[src/rtl/aes256_key_sched_ctrl.sv]
// AES-256 key-expansion controller: latches a 256b key and streams rk0..rk14 (128b each); optional AES_KEY_CACHE_EN round-key cache.
// Latency: rk0 valid the cycle after start; one key per cycle with rk_ready high; done pulses the cycle after rk14.
// Backpressure: rk/rk_idx hold while rk_valid && !rk_ready; the window only advances on a handshake.

module aes_sbox (
  input  logic [7:0] a,
  output logic [7:0] s
);
  function automatic logic [7:0] gmul(input logic [7:0] x, input logic [7:0] y);
    logic [7:0] p;
    logic [7:0] t;
    p = 8'h00;
    t = x;
    for (int i = 0; i < 8; i++) begin
      if (y[i]) p = p ^ t;
      t = {t[6:0], 1'b0} ^ (t[7] ? 8'h1b : 8'h00);
    end
    return p;
  endfunction

  // Multiplicative inverse as a^254 (maps 0 to 0), then the affine transform.
  logic [7:0] x2, x3, x12, x14, x15, x240, inv;
  always_comb begin
    x2   = gmul(a, a);
    x3   = gmul(x2, a);
    x12  = gmul(gmul(x3, x3), gmul(x3, x3));
    x14  = gmul(x12, x2);
    x15  = gmul(x12, x3);
    x240 = gmul(gmul(gmul(x15, x15), gmul(x15, x15)), gmul(gmul(x15, x15), gmul(x15, x15)));
    x240 = gmul(x240, x240);
    inv  = gmul(x240, x14);
    s    = inv ^ {inv[6:0], inv[7]} ^ {inv[5:0], inv[7:6]} ^ {inv[4:0], inv[7:5]}
         ^ {inv[3:0], inv[7:4]} ^ 8'h63;
  end
endmodule

module aes_g_transform (
  input  logic [31:0] w,
  input  logic [2:0]  rnd,
  output logic [31:0] g
);
  logic [31:0] rot;
  logic [31:0] sub;
  logic [7:0]  rcon;

  assign rot  = {w[23:0], w[31:24]};
  assign rcon = 8'h01 << (rnd - 3'd1);

  for (genvar i = 0; i < 4; i++) begin : g_sb
    aes_sbox u_sbox (.a(rot[8*i +: 8]), .s(sub[8*i +: 8]));
  end

  assign g = {sub[31:24] ^ rcon, sub[23:0]};
endmodule

module aes256_key_sched_ctrl #(
  parameter int NUM_RK = 15
) (
  input  logic         clk,
  input  logic         rst_n,
  input  logic         start,
  input  logic [255:0] key,
  output logic         busy,
  output logic         rk_valid,
  input  logic         rk_ready,
  output logic [3:0]   rk_idx,
  output logic [127:0] rk,
  output logic         done,
  input  logic [3:0]   rd_idx,
  output logic [127:0] rd_key
);
  typedef enum logic {IDLE, EMIT} state_t;

  localparam logic [3:0] LAST_IDX = 4'(NUM_RK - 1);

  state_t       state_q, state_d;
  logic         busy_q, busy_d;
  logic         rk_valid_q, rk_valid_d;
  logic         done_q, done_d;
  logic [3:0]   rk_idx_q, rk_idx_d;
  logic [127:0] h_q, h_d;
  logic [127:0] l_q, l_d;

  logic         rk_hs;
  logic [3:0]   k_idx;
  logic [31:0]  g_out, h_sub, t_word;
  logic [127:0] nxt;

  assign rk_hs = rk_valid_q && rk_ready;
  assign k_idx = rk_idx_q + 4'd1;

  aes_g_transform u_g (.w(l_q[31:0]), .rnd(k_idx[3:1]), .g(g_out));

  for (genvar i = 0; i < 4; i++) begin : g_hsb
    aes_sbox u_sbox (.a(l_q[8*i +: 8]), .s(h_sub[8*i +: 8]));
  end

  // Even target index uses the full g-step, odd uses the SubWord-only h-step.
  assign t_word = k_idx[0] ? h_sub : g_out;
  always_comb begin
    nxt[127:96] = h_q[127:96] ^ t_word;
    nxt[95:64]  = h_q[95:64]  ^ nxt[127:96];
    nxt[63:32]  = h_q[63:32]  ^ nxt[95:64];
    nxt[31:0]   = h_q[31:0]   ^ nxt[63:32];
  end

  always_comb begin
    state_d    = state_q;
    busy_d     = busy_q;
    rk_valid_d = rk_valid_q;
    done_d     = 1'b0;
    rk_idx_d   = rk_idx_q;
    h_d        = h_q;
    l_d        = l_q;
    case (state_q)
      IDLE: begin
        if (start) begin
          h_d        = key[255:128];
          l_d        = key[127:0];
          rk_idx_d   = 4'd0;
          busy_d     = 1'b1;
          rk_valid_d = 1'b1;
          state_d    = EMIT;
        end
      end
      EMIT: begin
        if (rk_hs) begin
          if (rk_idx_q == LAST_IDX) begin
            rk_valid_d = 1'b0;
            busy_d     = 1'b0;
            done_d     = 1'b1;
            state_d    = IDLE;
          end else if (rk_idx_q == 4'd0) begin
            rk_idx_d = 4'd1;
          end else begin
            h_d      = l_q;
            l_d      = nxt;
            rk_idx_d = k_idx;
          end
        end
      end
      default: state_d = IDLE;
    endcase
  end

  always_ff @(posedge clk or negedge rst_n) begin
    if (!rst_n) begin
      state_q    <= IDLE;
      busy_q     <= 1'b0;
      rk_valid_q <= 1'b0;
      done_q     <= 1'b0;
      rk_idx_q   <= 4'd0;
      h_q        <= '0;
      l_q        <= '0;
    end else begin
      state_q    <= state_d;
      busy_q     <= busy_d;
      rk_valid_q <= rk_valid_d;
      done_q     <= done_d;
      rk_idx_q   <= rk_idx_d;
      h_q        <= h_d;
      l_q        <= l_d;
    end
  end

  assign busy     = busy_q;
  assign rk_valid = rk_valid_q;
  assign done     = done_q;
  assign rk_idx   = rk_idx_q;
  assign rk       = (rk_idx_q == 4'd0) ? h_q : l_q;

`ifdef AES_KEY_CACHE_EN
  logic [127:0] cache_q [NUM_RK];
  logic [127:0] cache_d [NUM_RK];
  logic [127:0] rd_key_q, rd_key_d;

  always_comb begin
    cache_d = cache_q;
    if (rk_hs) cache_d[rk_idx_q] = rk;
    rd_key_d = (rd_idx < 4'(NUM_RK)) ? cache_q[rd_idx] : '0;
  end

  always_ff @(posedge clk or negedge rst_n) begin
    if (!rst_n) begin
      for (int i = 0; i < NUM_RK; i++) cache_q[i] <= '0;
      rd_key_q <= '0;
    end else begin
      cache_q  <= cache_d;
      rd_key_q <= rd_key_d;
    end
  end

  assign rd_key = rd_key_q;
`else
  logic unused_rd_idx;
  assign unused_rd_idx = ^rd_idx;
  assign rd_key        = '0;
`endif
endmodule

[config.mk]
export PLATFORM = sky130hd
export DESIGN_NAME = aes256_key_sched_ctrl
export DESIGN_NICKNAME = d
export VERILOG_FILES = /design/src/rtl/aes256_key_sched_ctrl.sv
export SDC_FILE = /design/constraint.sdc
export NUM_CORES = 2
export LEC_CHECK = 0
export ABC_AREA = 0
export BUFFER_PORTS_ARGS = -buffer_cell sky130_fd_sc_hd__buf_4
export CAP_MARGIN = 20
export CORE_MARGIN = 5
export CORE_UTILIZATION = 50
export DETAILED_ROUTE_END_ITERATION = 16
export PLACE_DENSITY = 0.69
export SYNTH_ARGS = -nofsm -noshare
export SYNTH_HDL_FRONTEND = slang
export SYNTH_SLANG_ARGS = --single-unit
[constraint.sdc]
create_clock -name clk -period 29.1 [get_ports clk]
set_clock_uncertainty 0.05 [all_clocks]
set_input_delay 1.455 -clock clk [delete_from_list [all_inputs] [get_ports clk]]
set_output_delay 1.455 -clock clk [all_outputs]
set_load 0.03 [all_outputs]
==> run summary <==
Status - completed
Post-synth EDFFs - 0
Crit-path max cell delay - 0.73 ns
Clock-pin slew on the worst setup and hold paths - 0.06 ns
Clock Tree Buf Depth - 3
Nets - 8242
Maximum fanout along the worst path - 24
Max Clock Freq - 0.0455 GHz
Rel. slew slack - 24.7%
Most common cell after layout, fill and taps aside - xnor2_1
Total Wirelength - 189000 microns
CP startpoint - l_q[31]$_DFFE_PN0P_
Die X - 359 microns
R2R Setup Slk - 7.13 ns
Async S/R FF share, synth - 100%
Die area - 129000 sq um
Starting Density - 50.2%
Share of the synthesized area in the top cell type - 20.3%
Post-CTS Repair Setup Buffers - 0
WHS - 0.426 ns
Worst R2R End - l_q[127]$_DFFE_PN0P_
Largest net degree at the start of global routing - 105
Most area-consuming cells after synthesis - xnor2_1 (20%), dfrtp_1 (11%), xnor3_1 (8.4%)
Reg2reg start - l_q[31]$_DFFE_PN0P_
Crit path time final - 21.97 ns
Final GP Congestion - 0.930
Hold WC Path Type - reg2reg
I/O pins - 527
Hold Crit Start - l_q[92]$_DFFE_PN0P_
Slew Limit Fails - 0
Vias - 55500
Mapped Avg Cell Area - 7.72 sq um
Vias in the first global route - 51500
Post-synthesis cell type count - 123
DRT antenna net count - 0
DRC errors left - 0
Worst-Skew Late Latency - 0.63 ns
Worst setup EP type - flop
Seq/Total Area, Yosys - 10.8%
Number of max-cap violations - 0
Synth Instances - 7910
FF+latch count, synth - 263
Drt pass-1 iters - 6
# hold bufs at CTS - 0
RSZ-0062 raised after global routing - no
Wirelength per Cell - 19.6 microns
Synth Cell Area - 61000 sq um
PostCTS Resize Cnt - 0
Layout cell share with drive strength beyond 1 - 12.1%
R2R depth - 68
Fin. Hold Viols - 0
Synth warnings - 0
Arr. time, crit path - 22.39 ns
Crit-path slowest cell - xnor2_4
Initial antenna violation count - 5
GRT Total Usage - 27.5%
Hold Path Stages - 1
CTS tree - built
Initial drt markers - 5546
Ys flop type - dfrtp_1
Final setup vio count - 0
Grt ovf - 0
Dominant cell type by area after synthesis - xnor2_1
Clock Sinks - 263
Most frequent cells in the layout - xnor2_1 (1407), nand2_1 (1279), nor2_1 (702)
Crit Path Class - reg2reg
H-tree Lvls - 2
First-pass GRT wire length - 294000 microns
Slew @ Worst Pin - 1.13 ns
Worst path most repeated cell - xnor2_1
Main combinational cell family by area after synthesis - XOR/XNOR gates
CTS root buf - clkbuf_16
Synth Area in Simple Gates - 18.5%
Die Ht - 359 microns
Num CTS Buffers - 37
Post-synthesis mux area share - 6.54%
Synth Area in Adders - 0.652%
CP startpoint kind - flop
Critical Path RT - 29.52 ns
Row count - 128
Synth Area in XOR/XNOR - 41.4%
TNS Setup - 0 ns
Final period util - 75.5%
WHS Endpoint - l_q[92]$_DFFE_PN0P_
Vias per cell - 5.78
Compound-Gate Fraction of Synth Area - 15.4%
Area grow syn2layout - 7.43%
Core Box Area - 122000 sq um
I/O Buffers - 394
DP HPWL - 138000 microns
[critical path, delay by kind of cell (launching register included)]
family	cells	cell delay, ns
AOI/OAI and AO/OA	12	3.18
xor gates and xnor gates	31	11.49
adders and majority gates	5	1.80
buffers and inverters	10	2.42
DFF	1	0.64
muxes	3	0.80
and+or+nand+nor	7	1.37
[per-layer routing]
metal	track usage, %	wire length [microns]	vias up
met1	38.2	82000	26500
met5	0	7	-
li1	-	-	26400
met3	4.10	15400	301
met4	8.70	6300	2
met2	44.0	84800	2240
[final cells by class]
type / instances / area [sq um]
multi-input cells: 6932 / 50900
diodes: 1 / 2.50
flip-flops and latches: 263 / 6590
inverters: 146 / 551
clock inverters: 13 / 150
fillers: 11400 / 56000
repair buffers: 567 / 4270
well taps: 1625 / 2030
clock buffers: 50 / 1050
[cells by family (layout without fill, tap and decap cells)]
kind of cell / Yosys count / after routing
XOR/XNOR: 2283 / 2283
flip-flops: 263 / 263
other: 1 / 129
AO/OA/AOI/OAI: 1483 / 1483
buffers and inverters: 842 / 776
multiplexers: 381 / 381
AND/OR/NAND/NOR: 2625 / 2625
adder cells (fa/ha/maj): 32 / 32
[sequential cells by signal, summed over array words and instances, names as in the netlist]
signal and count:
done 1, rk_idx 4, h_q 128, rk_valid 1
state_q 1, l_q 128
[Yosys cell counts, types with 33 or more instances]
| master | number |
|---|---|
| o211ai_1 | 39 |
| and2_1 | 41 |
| nor3_1 | 118 |
| xor2_1 | 434 |
| nor2_1 | 702 |
| buf_1 | 39 |
| xnor2_1 | 1412 |
| o22ai_1 | 57 |
| xor2_2 | 41 |
| a211oi_1 | 38 |
| buf_4 | 175 |
| a22oi_1 | 63 |
| buf_2 | 148 |
| and3_1 | 36 |
| o21ai_1 | 35 |
| mux2i_1 | 328 |
| xnor3_1 | 228 |
| xor3_1 | 33 |
| inv_1 | 104 |
| o21ai_0 | 422 |
| nand2b_1 | 77 |
| clkbuf_1 | 320 |
| dfrtp_1 | 263 |
| a21oi_1 | 421 |
| mux2_2 | 34 |
| nor2b_1 | 65 |
| a21o_1 | 74 |
| nand2_1 | 1280 |
| nand3_1 | 138 |
| xnor2_2 | 102 |
[stage by stage]
stage	area [sq um]	setup WS (ns)	instances	util (%)
2_1_floorplan	61500	11.14	8037	-
3_3_place_gp	64300	7.49	9523	52.9
3_5_place_dp	64300	7.08	9523	52.9
4_1_cts	65500	6.98	9586	53.9
5_1_grt	65600	5.74	9596	53.9
6_report	65600	7.13	9597	54.0
[how the worst max path moves through the flow]
stage	endpoint	slack, ns	cells after the start
finish	l_q[127]$_DFFE_PN0P_	7.13	68
global placement	l_q[56]$_DFFE_PN0P_	7.49	66
floorplan	l_q[56]$_DFFE_PN0P_	11.14	73
CTS	l_q[56]$_DFFE_PN0P_	6.98	68
global route	l_q[56]$_DFFE_PN0P_	5.74	68
detailed placement	l_q[56]$_DFFE_PN0P_	7.08	68
Power is not shown: default switching activity piles up to over one toggle a cycle in this logic, so the estimate is an artifact.
